--- config.mk ---
export PLATFORM = sky130hd
export DESIGN_NAME = pc_branch_unit
export DESIGN_NICKNAME = d
export VERILOG_FILES = /design/src/rtl/pc_branch_unit.sv
export SDC_FILE = /design/constraint.sdc
export NUM_CORES = 1
export LEC_CHECK = 0
export CORE_ASPECT_RATIO = 1.4
export CORE_MARGIN = 2
export CORE_UTILIZATION = 45
export CTS_CLUSTER_SIZE = 20
export DETAILED_ROUTE_END_ITERATION = 6
export PLACE_DENSITY = 0.68
export SYNTH_ARGS = -nofsm -noshare
export SYNTH_HDL_FRONTEND = slang
export SYNTH_SLANG_ARGS = --single-unit
--- constraint.sdc ---
create_clock -name Clk -period 3.35 [get_ports Clk]
set_clock_uncertainty 0.05 [all_clocks]
set_input_delay 1.005 -clock Clk [delete_from_list [all_inputs] [get_ports Clk]]
set_output_delay 1.005 -clock Clk [all_outputs]
set_load 0.02 [all_outputs]
--- src/rtl/pc_branch_unit.sv ---
// rtl/pc_branch_unit.sv - fetch-side PC sequencer with flag register, branch-target LUT and run/halt FSM
// Optional taken-branch counter output TakenCount enabled by macro PC_BRANCH_STATS_EN.
module pc_branch_unit #(
  parameter int PC_W   = 10,
  parameter int LUT_AW = 4
) (
  input  logic              Clk,
  input  logic              Reset,
  input  logic              Start,
  input  logic              Halt,
  input  logic              Zero_in,
  input  logic              Negative_in,
  input  logic              FlagWrite,
  input  logic              Branch,
  input  logic [1:0]        BrCond,
  input  logic [LUT_AW-1:0] BrIdx,
  input  logic              LutWe,
  input  logic [LUT_AW-1:0] LutAddr,
  input  logic [PC_W-1:0]   LutData,
`ifdef PC_BRANCH_STATS_EN
  output logic [15:0]       TakenCount,
`endif
  output logic [PC_W-1:0]   PC,
  output logic              ZeroQ,
  output logic              NegQ,
  output logic              Running,
  output logic              Ack
);

  localparam int LUT_N = 1 << LUT_AW;

  localparam logic [1:0] ST_IDLE   = 2'd0;
  localparam logic [1:0] ST_RUN    = 2'd1;
  localparam logic [1:0] ST_HALTED = 2'd2;

  logic [1:0]      state_q, state_d;
  logic [PC_W-1:0] pc_q, pc_d;
  logic            zero_q, zero_d;
  logic            neg_q, neg_d;
  logic [PC_W-1:0] lut_q [LUT_N];
  logic [PC_W-1:0] lut_d [LUT_N];
  logic            cond_true;
  logic            br_taken;

`ifdef PC_BRANCH_STATS_EN
  logic [15:0] taken_cnt_q, taken_cnt_d;
`endif

  // Conditions look only at the registered flags, so a same-cycle FlagWrite is not seen.
  always_comb begin
    cond_true = 1'b0;
    case (BrCond)
      2'b00:   cond_true = 1'b1;
      2'b01:   cond_true = zero_q;
      2'b10:   cond_true = ~zero_q;
      default: cond_true = neg_q;
    endcase
  end

  always_comb begin
    state_d  = state_q;
    pc_d     = pc_q;
    zero_d   = zero_q;
    neg_d    = neg_q;
    lut_d    = lut_q;
    br_taken = 1'b0;
`ifdef PC_BRANCH_STATS_EN
    taken_cnt_d = taken_cnt_q;
`endif

    if (LutWe) lut_d[LutAddr] = LutData;

    case (state_q)
      ST_IDLE: begin
        pc_d = '0;
        if (Start) state_d = ST_RUN;
      end
      ST_RUN: begin
        if (FlagWrite) begin
          zero_d = Zero_in;
          neg_d  = Negative_in;
        end
        if (Halt) begin
          state_d = ST_HALTED;
        end else if (Branch && cond_true) begin
          pc_d     = lut_q[BrIdx];
          br_taken = 1'b1;
        end else begin
          pc_d = pc_q + PC_W'(1);
        end
      end
      ST_HALTED: begin
        if (Start) begin
          state_d = ST_RUN;
          pc_d    = '0;
          zero_d  = 1'b0;
          neg_d   = 1'b0;
`ifdef PC_BRANCH_STATS_EN
          taken_cnt_d = '0;
`endif
        end
      end
      default: begin
        state_d = ST_IDLE;
        pc_d    = '0;
      end
    endcase

`ifdef PC_BRANCH_STATS_EN
    if (br_taken && (taken_cnt_q != 16'hFFFF)) taken_cnt_d = taken_cnt_q + 16'd1;
`endif
  end

  always_ff @(posedge Clk) begin
    if (Reset) begin
      state_q <= ST_IDLE;
      pc_q    <= '0;
      zero_q  <= 1'b0;
      neg_q   <= 1'b0;
      for (int i = 0; i < LUT_N; i++) lut_q[i] <= '0;
`ifdef PC_BRANCH_STATS_EN
      taken_cnt_q <= '0;
`endif
    end else begin
      state_q <= state_d;
      pc_q    <= pc_d;
      zero_q  <= zero_d;
      neg_q   <= neg_d;
      for (int i = 0; i < LUT_N; i++) lut_q[i] <= lut_d[i];
`ifdef PC_BRANCH_STATS_EN
      taken_cnt_q <= taken_cnt_d;
`endif
    end
  end

  assign PC      = pc_q;
  assign ZeroQ   = zero_q;
  assign NegQ    = neg_q;
  assign Running = (state_q == ST_RUN);
  assign Ack     = (state_q == ST_HALTED);
`ifdef PC_BRANCH_STATS_EN
  assign TakenCount = taken_cnt_q;
`endif

endmodule

==> Word-level counts from Yosys, hierarchy flattened <==
Cells that the tools add are included.
{ "word_totals": {"word_cells": 64, "regBits": 174, "in_bits": 29} }
{ "op_classes": {"order_cmp": 3, "n_reduce_logical": 9, "addsub": 1, "eq_ne": 9, "mux": 19, "bitwise_logic": 3} }
{ "op_table": {"columns": ["operator", "count"], "rows": [
  ["$bwmux 160", 1],
  ["$mux 10", 6],
  ["$bmux 10 s4", 1],
  ["$demux 10 s4", 1],
  ["$pmux 10 s2", 1],
  ["$add 10x1->10 const B", 1],
  ["$ge 5x5->1 const B", 2],
  ["$not 4->5", 2],
  ["$ne 2x2->1 const B", 4],
  ["$lt 5x1->1 const B", 1],
  ["$eq 2x1->1 const B", 2],
  ["$eq 2x2->1 const B", 2],
  ["$logic_not 2->1", 2],
  ["$mux 2", 2],
  ["$pmux 1 s2", 2],
  ["$pmux 2 s2", 1],
  ["$reduce_and 2->1", 2],
  ["$mux 1", 3],
  ["$pmux 1 s3", 1],
  ["$reduce_and 3->1", 1],
  ["$logic_and 1x1->1", 2],
  ["$ne 2x1->1 const B", 1],
  ["$reduce_bool 2->1", 1],
  ["$reduce_or 2->1", 1],
  ["$not 1->1", 1]
]} }

==> Logic depth before layout (Yosys ltp) <==
Gate-level depths: netlist (run 1).
{ "logic_depth": {"depth_word": 7, "depth_mapped": 7, "mapped_depth_nobuf": 5} }

==> Worst setup path after synthesis (run 1) <==
Ideal clock, no wire load.
{ "synth_timing": {"path_kind": "input -> register", "start": "in BrIdx[3]", "end": "reg pc_q[5], in the netlist PC[5]", "setup_ns": 0.122, "arrival_ns": 2.325, "cell_stages": 5, "path_slack_ns": 0.853, "path_cell_list": "buf_2 > mux4_2 > mux2i_1 > mux2i_1 > a221o_1"} }
{ "synth_via": {"elab_chain_len": 7} }
{ "synth_rtl": {"columns": ["element", "line_no", "text"], "rows": [
  ["start: declaration", "16", "input logic [LUT_AW-1:0] BrIdx,"],
  ["$not 4->5 (implied by the code)", "86", "pc_d = lut_q[BrIdx];"],
  ["$bmux 10 s4", "86", null],
  ["$mux 10 (implied by the code) (2 in a row)", "86", null],
  ["$mux 10", "85", "end else if (Branch && cond_true) begin"],
  ["$mux 10", "83", "if (Halt) begin"],
  ["$pmux 10 s2", "73", "case (state_q)"],
  ["end signal: assignment", "126", "pc_q <= pc_d;"],
  ["end: declaration", "37", "logic [PC_W-1:0] pc_q, pc_d;"]
]} }
No other way between the ends. The select of a mux whose other input is x is not followed.
A chain may end at the register's enable or synchronous reset.

==> Worst setup path in the final report (run 1) <==
{ "layout_timing": {"start": "reg state_q[0]", "end": "out Running"} }
{ "layout_via": {"elab_chain_len": 1} }
{ "layout_rtl": {"columns": ["element", "line_no", "text"], "rows": [
  ["start: declaration", "36", "logic [1:0] state_q, state_d;"],
  ["start signal: assignment", "125", "state_q <= state_d;"],
  ["$eq 2x1->1", "139", "assign Running = (state_q == ST_RUN);"],
  ["end: declaration", "26", "output logic Running,"]
]} }
No other way between the ends.

==> flow_metrics.tcl, run 1 <==
set metrics [dict create \
    synth-edff-count 0 \
    hold_viol 0 \
    wl_um 21400 \
    fin_crit_sh_pct 84.9 \
    die_x_um 116 \
    drive_above_1_share_pct 11.9 \
    grt_start_max_net_pins 164 \
    ys_ff_latch 174 \
    worstPathRequired_ps 2290 \
    synth_area_leader_cell "dfxtp_1" \
    max_freq_mhz 352 \
    p_total_mw 4.43 \
    clkTransAtPathRegs_ps 70 \
    cpPeakStageDelay_ps 660 \
    cts_root_buf "clkbuf_16" \
    antenna_left 0 \
    stdcell_count 1119 \
    route.detailed.drc 0 \
    port_buffers 42 \
    row_count 57 \
    cap_violations 0 \
    pin_count 43 \
    async_reset_ff_share_pct 0 \
    die_area_um2 18600 \
    rrSetupSlack_ps 1510 \
    vdd_drop_max_mv 0.357 \
    clk_latency_ps 430 \
    gp_congestion 0.844 \
    cts_buffer_depth 2 \
    die_y_um 160 \
    antenna_found_initial 0 \
    crit_buf_inv 1 \
    layout.nets 901 \
    grt_pass1_wl_um 33700 \
    place.detailed.hpwl_um 13600 \
    core_um2 17300 \
    cp-end-kind "output pin" \
    viasPerCell 5.81 \
    synth_cells 844 \
    clock_sinks 174 \
    grt.total_usage_pct 23.4 \
    p_per_area_nw_per_um2 483 \
    path_class "reg2out" \
    layout_setup_ws_ps 506 \
    first_pass_iters 5 \
    worst_path_dominant_cell_family "buffers and inverters" \
    yosys_warnings 0 \
    path_cells "nor2b_1 > clkdlybuf4s50_1" \
    cts_buffers 17 \
    syn_to_final_growth_pct 16.5 \
    hold_class "reg2reg" \
    post_cts_resized 0 \
    syn-num-nets 874 \
    startpoint_type "register" \
    cp_slowest_cell "clkdlybuf4s50_1" \
    drv_slew 0 \
    cp.arrival_ps 1790 \
    post-place-ws_ps 237 \
    timing.slew.headroom_pct 40.3 \
    initial_core_util_pct 45.6 \
    setup_violations 0 \
    fin_tns_setup_ps 0 \
    power.leakage_nw 3.43 \
    postCtsHoldBufs 0 \
    placed_cells 1088 \
    fin_crit_ps 2840 \
    worst_pin_slew_ps 892 \
    grt_pass1_vias 6232 \
    cts_setup_buffers 0 \
    antenna_cells 0 \
    timing.hold.ws_ps 407 \
    cts_tree "built" \
    wl_per_cell_um 19.1 \
    netlist.area_leader.share_pct 44.3 \
    synthDistinctLibCells 44 \
    htree_num_levels 4 \
    crit_fanout 7 \
    synth_ff_type "dfxtp_1" \
    syn_area_um2 7870 \
    status "completed" \
    grt_overflow 0 \
    yosysSeqAreaShare_pct 44.3 \
    synthTopCellsByArea "dfxtp_1, mux2i_1, a21oi_1" \
    vias 6497 \
    syn_avg_cell_area_um2 9.32 \
    first_iter_violations 558 \
    rsz0062_at_grt "false" \
]
logic make-up after synthesis:
group | Yosys count | synth area share (%)
compound gates | 229 | 15.6
xor+xnor | 1 | 0.111
fa+ha+maj | 1 | 0.159
buf+inv | 75 | 4.29
flops | 174 | 44.3
mux | 116 | 21.9
simple gates | 248 | 13.7
sequential cells by signal, indices dropped and copies added (netlist names):
register and count:
PC 10, state_q 2, NegQ 1, lut_q 160, ZeroQ 1
final cells by class:
cell class | count | area (um^2)
clock buffers | 20 | 447
clock inverters | 11 | 133
fillers | 1597 | 8090
inverters | 2 | 7.51
multi-input cells | 595 | 4050
flip-flops and latches | 174 | 3480
well taps | 236 | 295
repair buffers | 81 | 751
cell usage in the layout, fill, tap and decap left out, drive strengths merged, types with 14 or more instances in the layout:
| cell type | Yosys | layout |
|---|---|---|
| nand3 | 14 | 14 |
| a21oi | 115 | 115 |
| o21ai | 91 | 91 |
| clkdlybuf4s50 | 0 | 39 |
| dfxtp | 174 | 174 |
| nand2 | 135 | 135 |
| mux4 | 40 | 40 |
| mux2i | 72 | 72 |
| buf | 21 | 42 |
| nor2 | 64 | 64 |
| clkbuf | 52 | 20 |
worst min-delay path, delay by kind of cell (launching register included):
| family | cells | cell delay, ps |
|---|---|---|
| flops | 1 | 310 |
| simple gates | 1 | 50 |
| compound gates | 1 | 50 |
power breakdown:
| group | total (mW) | switching (mW) | internal (mW) |
|---|---|---|---|
| Combinational | 0.340 | 0.210 | 0.130 |
| Sequential | 2.11 | 0.0156 | 2.10 |
| Clock | 1.98 | 0.857 | 1.12 |
final timing paths:
path	from	depth (start not counted)	end
worst min-delay path	lut_q[150]	2	lut_q[150]
worst min register to register	lut_q[150]	2	lut_q[150]
worst max-delay path	state_q[0]	2	Running
worst max register to register	ZeroQ	4	PC[5]
layer usage:
metal,up-vias,part of all wire [%],routed length [um],global-route usage [%]
met5,-,0,0,0
met4,0,3.9,838,11.3
met3,48,5.2,1110,4.19
met2,234,51,10800,39.4
met1,3158,40,8620,28.8
li1,3057,-,-,-
synthesized netlist by cell type, types with 2 or more instances:
cell and n:
nand3b_1 6, buf_1 3, o21ai_0 91, a22oi_1 2, nand2b_1 4, a22o_1 2, mux4_1 16, or3_1 4
nor2b_1 5, mux4_2 24, inv_1 2, o221ai_1 3, a221o_1 6, mux2_2 4, clkbuf_1 52, nor4_1 2
nor2_1 64, buf_2 14, a21oi_1 115, nand3_1 14, or2_2 2, nand2_1 135, a32oi_1 2, o211ai_1 2
dfxtp_1 174, and2_1 2, mux2i_1 72, o21bai_1 3, nor3b_1 4
per-stage QoR:
step                utilization, %  area, um^2
floorplan                        -        7870
global placement              49.8        8590
CTS                           53.1        9170
global route                  53.1        9170
finish                        53.1        9170
detailed placement            49.8        8590
Power figures use the tool's default switching activity.
==> inputs of run 2 (changes only) <==
--- a/config.mk
+++ b/config.mk
@@ -10,7 +10,7 @@
 export CORE_UTILIZATION = 45
 export CTS_CLUSTER_SIZE = 20
 export DETAILED_ROUTE_END_ITERATION = 6
-export PLACE_DENSITY = 0.68
+export PLACE_DENSITY = 0.7
 export SYNTH_ARGS = -nofsm -noshare
 export SYNTH_HDL_FRONTEND = slang
 export SYNTH_SLANG_ARGS = --single-unit
==> constraint.sdc (replaced) <==
create_clock -name Clk -period 2.35 [get_ports Clk]
set_clock_uncertainty 0.05 [all_clocks]
set_input_delay 0.705 -clock Clk [delete_from_list [all_inputs] [get_ports Clk]]
set_output_delay 0.705 -clock Clk [all_outputs]
set_load 0.02 [all_outputs]
==> run 2 against run 1 <==
Compared with the run above: combinational power is 57% higher; total power grew 41%; clock power grew 37%; global-route usage increased by 0.14 points; clock-buffer cell count shrank 1; first-iteration DRC count up 1.6%; non-clock buffer count rose by 49; design area is 4.5% higher; sequential power up 43%; die area stayed put; utilization rose by 2.4 points; critical path type unchanged; largest power group unchanged; highest routed layer unchanged.
==> flow_metrics.tcl, run 2 (same netlist as run 1, synthesis figures left out) <==
set metrics [dict create \
    viasPerCell 5.64 \
    status "completed" \
    cts_buffer_depth 2 \
    cp.arrival_ps 1520 \
    die_x_um 116 \
    pin_count 43 \
    cp-end-kind "output pin" \
    cpPeakStageDelay_ps 650 \
    die_y_um 160 \
    row_count 57 \
    clock_sinks 174 \
    layout.nets 950 \
    cts_root_buf "clkbuf_16" \
    p_per_area_nw_per_um2 653 \
    wl_um 21200 \
    vias 6589 \
    grt.total_usage_pct 23.6 \
    crit_buf_inv 1 \
    antenna_cells 0 \
    top_register "lut_q" \
    route.detailed.drc 0 \
    fin_area_um2 9580 \
    max_freq_mhz 440 \
    cp-startpoint "PC[7]" \
    cap_violations 0 \
    mostFrequentLayoutCell "dfxtp_1" \
    power.leakage_nw 3.72 \
    path_class "reg2out" \
    drive_above_1_share_pct 16.8 \
    hold_start "lut_q[32]" \
    first_iter_violations 567 \
    setup_violations 0 \
    hold_viol 0 \
    initial_core_util_pct 45.6 \
    clkTransAtPathRegs_ps 70 \
    postCtsHoldBufs 0 \
    crit_fanout 6 \
    top_layer "met4" \
    first_pass_iters 5 \
    worst_path_dominant_cell_family "buffers and inverters" \
    htree_num_levels 4 \
    die_area_um2 18600 \
    gp_congestion 0.859 \
    grt_start_max_net_pins 164 \
    vdd_drop_max_mv 0.486 \
    timing.slew.headroom_pct 52.6 \
    post_dp_cell_area_um2 9020 \
    grt_overflow 0 \
    cts_tree "built" \
    core_um2 17300 \
    startpoint_type "register" \
    final_util_pct 55.5 \
    cp_slowest_cell "clkdlybuf4s50_1" \
    drv_slew 0 \
    met1Wirelength_um 8730 \
    fin_crit_sh_pct 96.7 \
    antenna_found_initial 0 \
    clk_latency_ps 420 \
    grt_pass1_wl_um 34000 \
    route.met3.wl_um 1010 \
    antenna_left 0 \
    wl_per_cell_um 18.2 \
    port_buffers 42 \
    grt_pass1_vias 6429 \
    placed_cells 1137 \
    timing.hold.ws_ps 403 \
    place.detailed.hpwl_um 14600 \
    layout_common_cells "dfxtp_1, nand2_1, a21oi_1" \
    largest_reg_flops 160 \
    path_cells "clkdlybuf4s50_1" \
    cts_buffers 17 \
    hold_class "reg2reg" \
    syn_to_final_growth_pct 21.7 \
    worstPathRequired_ps 1590 \
    worst_pin_slew_ps 712 \
    post-place-ws_ps -276 \
    rsz0062_at_grt "false" \
    fin_crit_ps 2270 \
    route.met2.wl_um 10800 \
    stdcell_count 1169 \
    r2r-start "PC[2]" \
    layout_setup_ws_ps 78.1 \
]
==> run 2: changes by cell type in the layout (fill, tap and decap cells not counted), sizes merged <==
cell and change:
inv +6, bufinv -2, dlygate4sd2 +1, buf +49, clkdlybuf4s50 -2, clkinvlp -4, clkbuf -1, dlymetal6s2s +1
clkinv +2
==> run 2: final cells by class <==
class / count / area, um^2
fillers: 1537 / 7680
flip-flops and latches: 174 / 3480
repair buffers: 130 / 1180
clock buffers: 19 / 443
clock inverters: 13 / 116
inverters: 2 / 7.51
well taps: 236 / 295
multi-input cells: 595 / 4050
==> run 2: final timing paths <==
| path | to | slack, ps | cells past startpoint |
|---|---|---|---|
| setup / recovery | PC[7] | 80 | 1 |
| hold / removal | lut_q[32] | 400 | 2 |
| setup reg to reg | PC[7] | 600 | 4 |
| hold reg to reg | lut_q[32] | 400 | 2 |
==> run 2: power by group <==
part           internal, mW  switching, mW
Clock                  1.43           1.28
Combinational         0.231          0.303
Sequential             2.99         0.0234
Total                  4.65           1.61
==> run 2: per-layer routing <==
| metal | GRT usage (%) | vias to the layer above |
|---|---|---|
| met1 | 29.7 | 3154 |
| met4 | 9.90 | 0 |
| met2 | 39.7 | 224 |
| met3 | 3.96 | 47 |
| li1 | - | 3164 |
| met5 | 0 | - |
==> run 2: what timing repair did <==
item	CTS	global route
buffers inserted	0	0
endpoints found under the setup margin	2	4
pin swaps	0	0
endpoints found under the hold margin	0	0
resized for setup	2	2
==> run 2: worst min-delay path, cell delays in order, from the launching register on <==
cell	delay (ps)
dfxtp_1	310
nand2_1	50
a21oi_1	50
==> run 2: per-stage QoR <==
stage | total power [mW] | setup TNS, ps
after CTS | 6.28 | 0
final | 6.25 | 0
after detailed placement | 3.61 | -5150
after global placement | 3.60 | -3290
after global routing | 6.45 | 0
after floorplan | 3.36 | 0
==> inputs of run 3 (changes only) <==
--- a/config.mk
+++ b/config.mk
@@ -6,11 +6,10 @@
 export NUM_CORES = 1
 export LEC_CHECK = 0
 export CORE_ASPECT_RATIO = 1.4
-export CORE_MARGIN = 2
 export CORE_UTILIZATION = 45
 export CTS_CLUSTER_SIZE = 20
 export DETAILED_ROUTE_END_ITERATION = 6
-export PLACE_DENSITY = 0.7
+export PLACE_DENSITY = 0.68
 export SYNTH_ARGS = -nofsm -noshare
 export SYNTH_HDL_FRONTEND = slang
 export SYNTH_SLANG_ARGS = --single-unit
==> constraint.sdc (replaced) <==
create_clock -name Clk -period 2.8 [get_ports Clk]
set_clock_uncertainty 0.05 [all_clocks]
set_input_delay 0.84 -clock Clk [delete_from_list [all_inputs] [get_ports Clk]]
set_output_delay 0.84 -clock Clk [all_outputs]
set_load 0.02 [all_outputs]
==> run 3 against run 2 <==
Compared with the run above: sequential power is 16% lower; via count is 2.2% lower; critical path depth is 1 higher; critical endpoint is now Running; highest routed layer unchanged.
==> flow_metrics.tcl, run 3 (same netlist as run 1, synthesis figures left out) <==
set metrics [dict create \
    status "completed" \
    hold_path_end "lut_q[157]" \
    die_x_um 114 \
    holdPathStages 2 \
    htree_num_levels 4 \
    wl_um 21100 \
    cp_slowest_cell "clkdlybuf4s50_1" \
    hold_class "reg2reg" \
    gp_congestion 0.814 \
    max_freq_mhz 385 \
    grt_start_max_net_pins 164 \
    cts_buffer_depth 2 \
    hold_start "lut_q[157]" \
    drive_above_1_share_pct 13.1 \
    internal-power_mw 3.91 \
    worst_path_dominant_cell_family "buffers and inverters" \
    first_iter_violations 587 \
    route.detailed.drc 0 \
    clock_sinks 174 \
    worstRegToRegCells 4 \
    worstPathRequired_ps 1910 \
    swShare_pct 25.3 \
    fin_crit_sh_pct 92.8 \
    rsz0062_at_grt "false" \
    path_cells "nor2b_2 > clkdlybuf4s50_1" \
    cts_setup_buffers 0 \
    worst_pin_slew_ps 1030 \
    grt_overflow 0 \
    viasPerCell 5.73 \
    layout.nets 910 \
    cp.arrival_ps 1710 \
    grt_pass1_vias 6252 \
    largest_reg_flops 160 \
    r2r-start "lut_q[105]" \
    clkTransAtPathRegs_ps 70 \
    final_util_pct 54.3 \
    initial_core_util_pct 46.4 \
    timing.hold.ws_ps 404 \
    cap_violations 0 \
    post_cts_resized 0 \
    timing.slew.headroom_pct 31.3 \
    crit_buf_inv 1 \
    core_um2 17000 \
    crit_fanout 7 \
    wl_per_cell_um 18.7 \
    layout_common_cells "dfxtp_1, nand2_1, a21oi_1" \
    vias 6446 \
    antenna_found_initial 0 \
    pin_count 43 \
    port_buffers 42 \
    antenna_left 0 \
    combPwrFrac_pct 7.9 \
    p_switching_mw 1.32 \
    antenna_cells 0 \
    die_y_um 158 \
    cp-end-kind "output pin" \
    clk_latency_ps 430 \
    cts_buffers 17 \
    power.leakage_nw 3.48 \
    first_pass_iters 5 \
    fin_crit_ps 2600 \
    mostFrequentLayoutCell "dfxtp_1" \
    rrSetupSlack_ps 1040 \
    startpoint_type "register" \
    syn_to_final_growth_pct 17.0 \
    top_register "lut_q" \
    cts_tree "built" \
    setup_violations 0 \
    clkPwrFrac_pct 43.9 \
    place.detailed.hpwl_um 13900 \
    row_count 56 \
    fin_area_um2 9210 \
    die_area_um2 18000 \
    grt.total_usage_pct 24.7 \
    grt_pass1_wl_um 33700 \
    vdd_drop_max_mv 0.411 \
    postCtsHoldBufs 0 \
    pwr-share-seq_pct 48.2 \
    post_dp_cell_area_um2 8640 \
    cpPeakStageDelay_ps 630 \
    reg2reg_to "PC[5]" \
    hold_viol 0 \
    drv_slew 0 \
    p_per_area_nw_per_um2 569 \
    path_class "reg2out" \
    cts_root_buf "clkbuf_16" \
]
run 3: worst max-delay path by stage:
stage | startpoint | endpoint | slack, ps | cells after the start
after floorplan | BrIdx[3] | PC[5] | 470 | 5
after global placement | LutAddr[2] | lut_q[97] | -50 | 6
after detailed placement | LutAddr[3] | lut_q[41] | -70 | 5
after CTS | state_q[0] | Running | 100 | 2
after global routing | state_q[0] | Running | 80 | 2
final | state_q[0] | Running | 200 | 2
run 3: worst register-to-register path, delay by kind of cell, from the launching register on:
family,cells,cell delay (ps)
multiplexers,3,930
AO/OA/AOI/OAI,1,360
flip-flops,1,310
run 3: final cells by class:
cell class	instances	area, um^2
repair buffers	90	806
flip-flops and latches	174	3480
well taps	232	290
multi-input cells	595	4060
clock inverters	14	134
inverters	2	7.51
fillers	1545	7750
clock buffers	18	429
run 3: power groups by stage:
stage          clock, mW  sequential, mW  combinational [mW]
2_1_floorplan          0            2.58               0.243
5_1_grt             2.45            2.53               0.441
4_1_cts             2.33            2.52               0.410
3_5_place_dp           0            2.58               0.409
6_report            2.30            2.52               0.411
3_3_place_gp           0            2.58               0.407
run 3: through the flow:
step / std cells / setup slack [ps] / power (mW) / TNS, ps
after floorplan: 844 / 468 / 2.82 / 0
after global placement: 1093 / -52.7 / 2.99 / -334
after detailed placement: 1093 / -67.6 / 2.99 / -1170
after CTS: 1125 / 99.6 / 5.26 / 0
after global routing: 1125 / 76.3 / 5.41 / 0
final: 1125 / 202 / 5.24 / 0
run 3: metal layers:
layer	GRT usage (%)	vias up	part of all wire, %
met3	4.91	31	5.3
li1	-	3082	-
met2	42.7	203	51
met1	30.4	3130	41
met5	0	-	0
met4	9.09	0	2.4
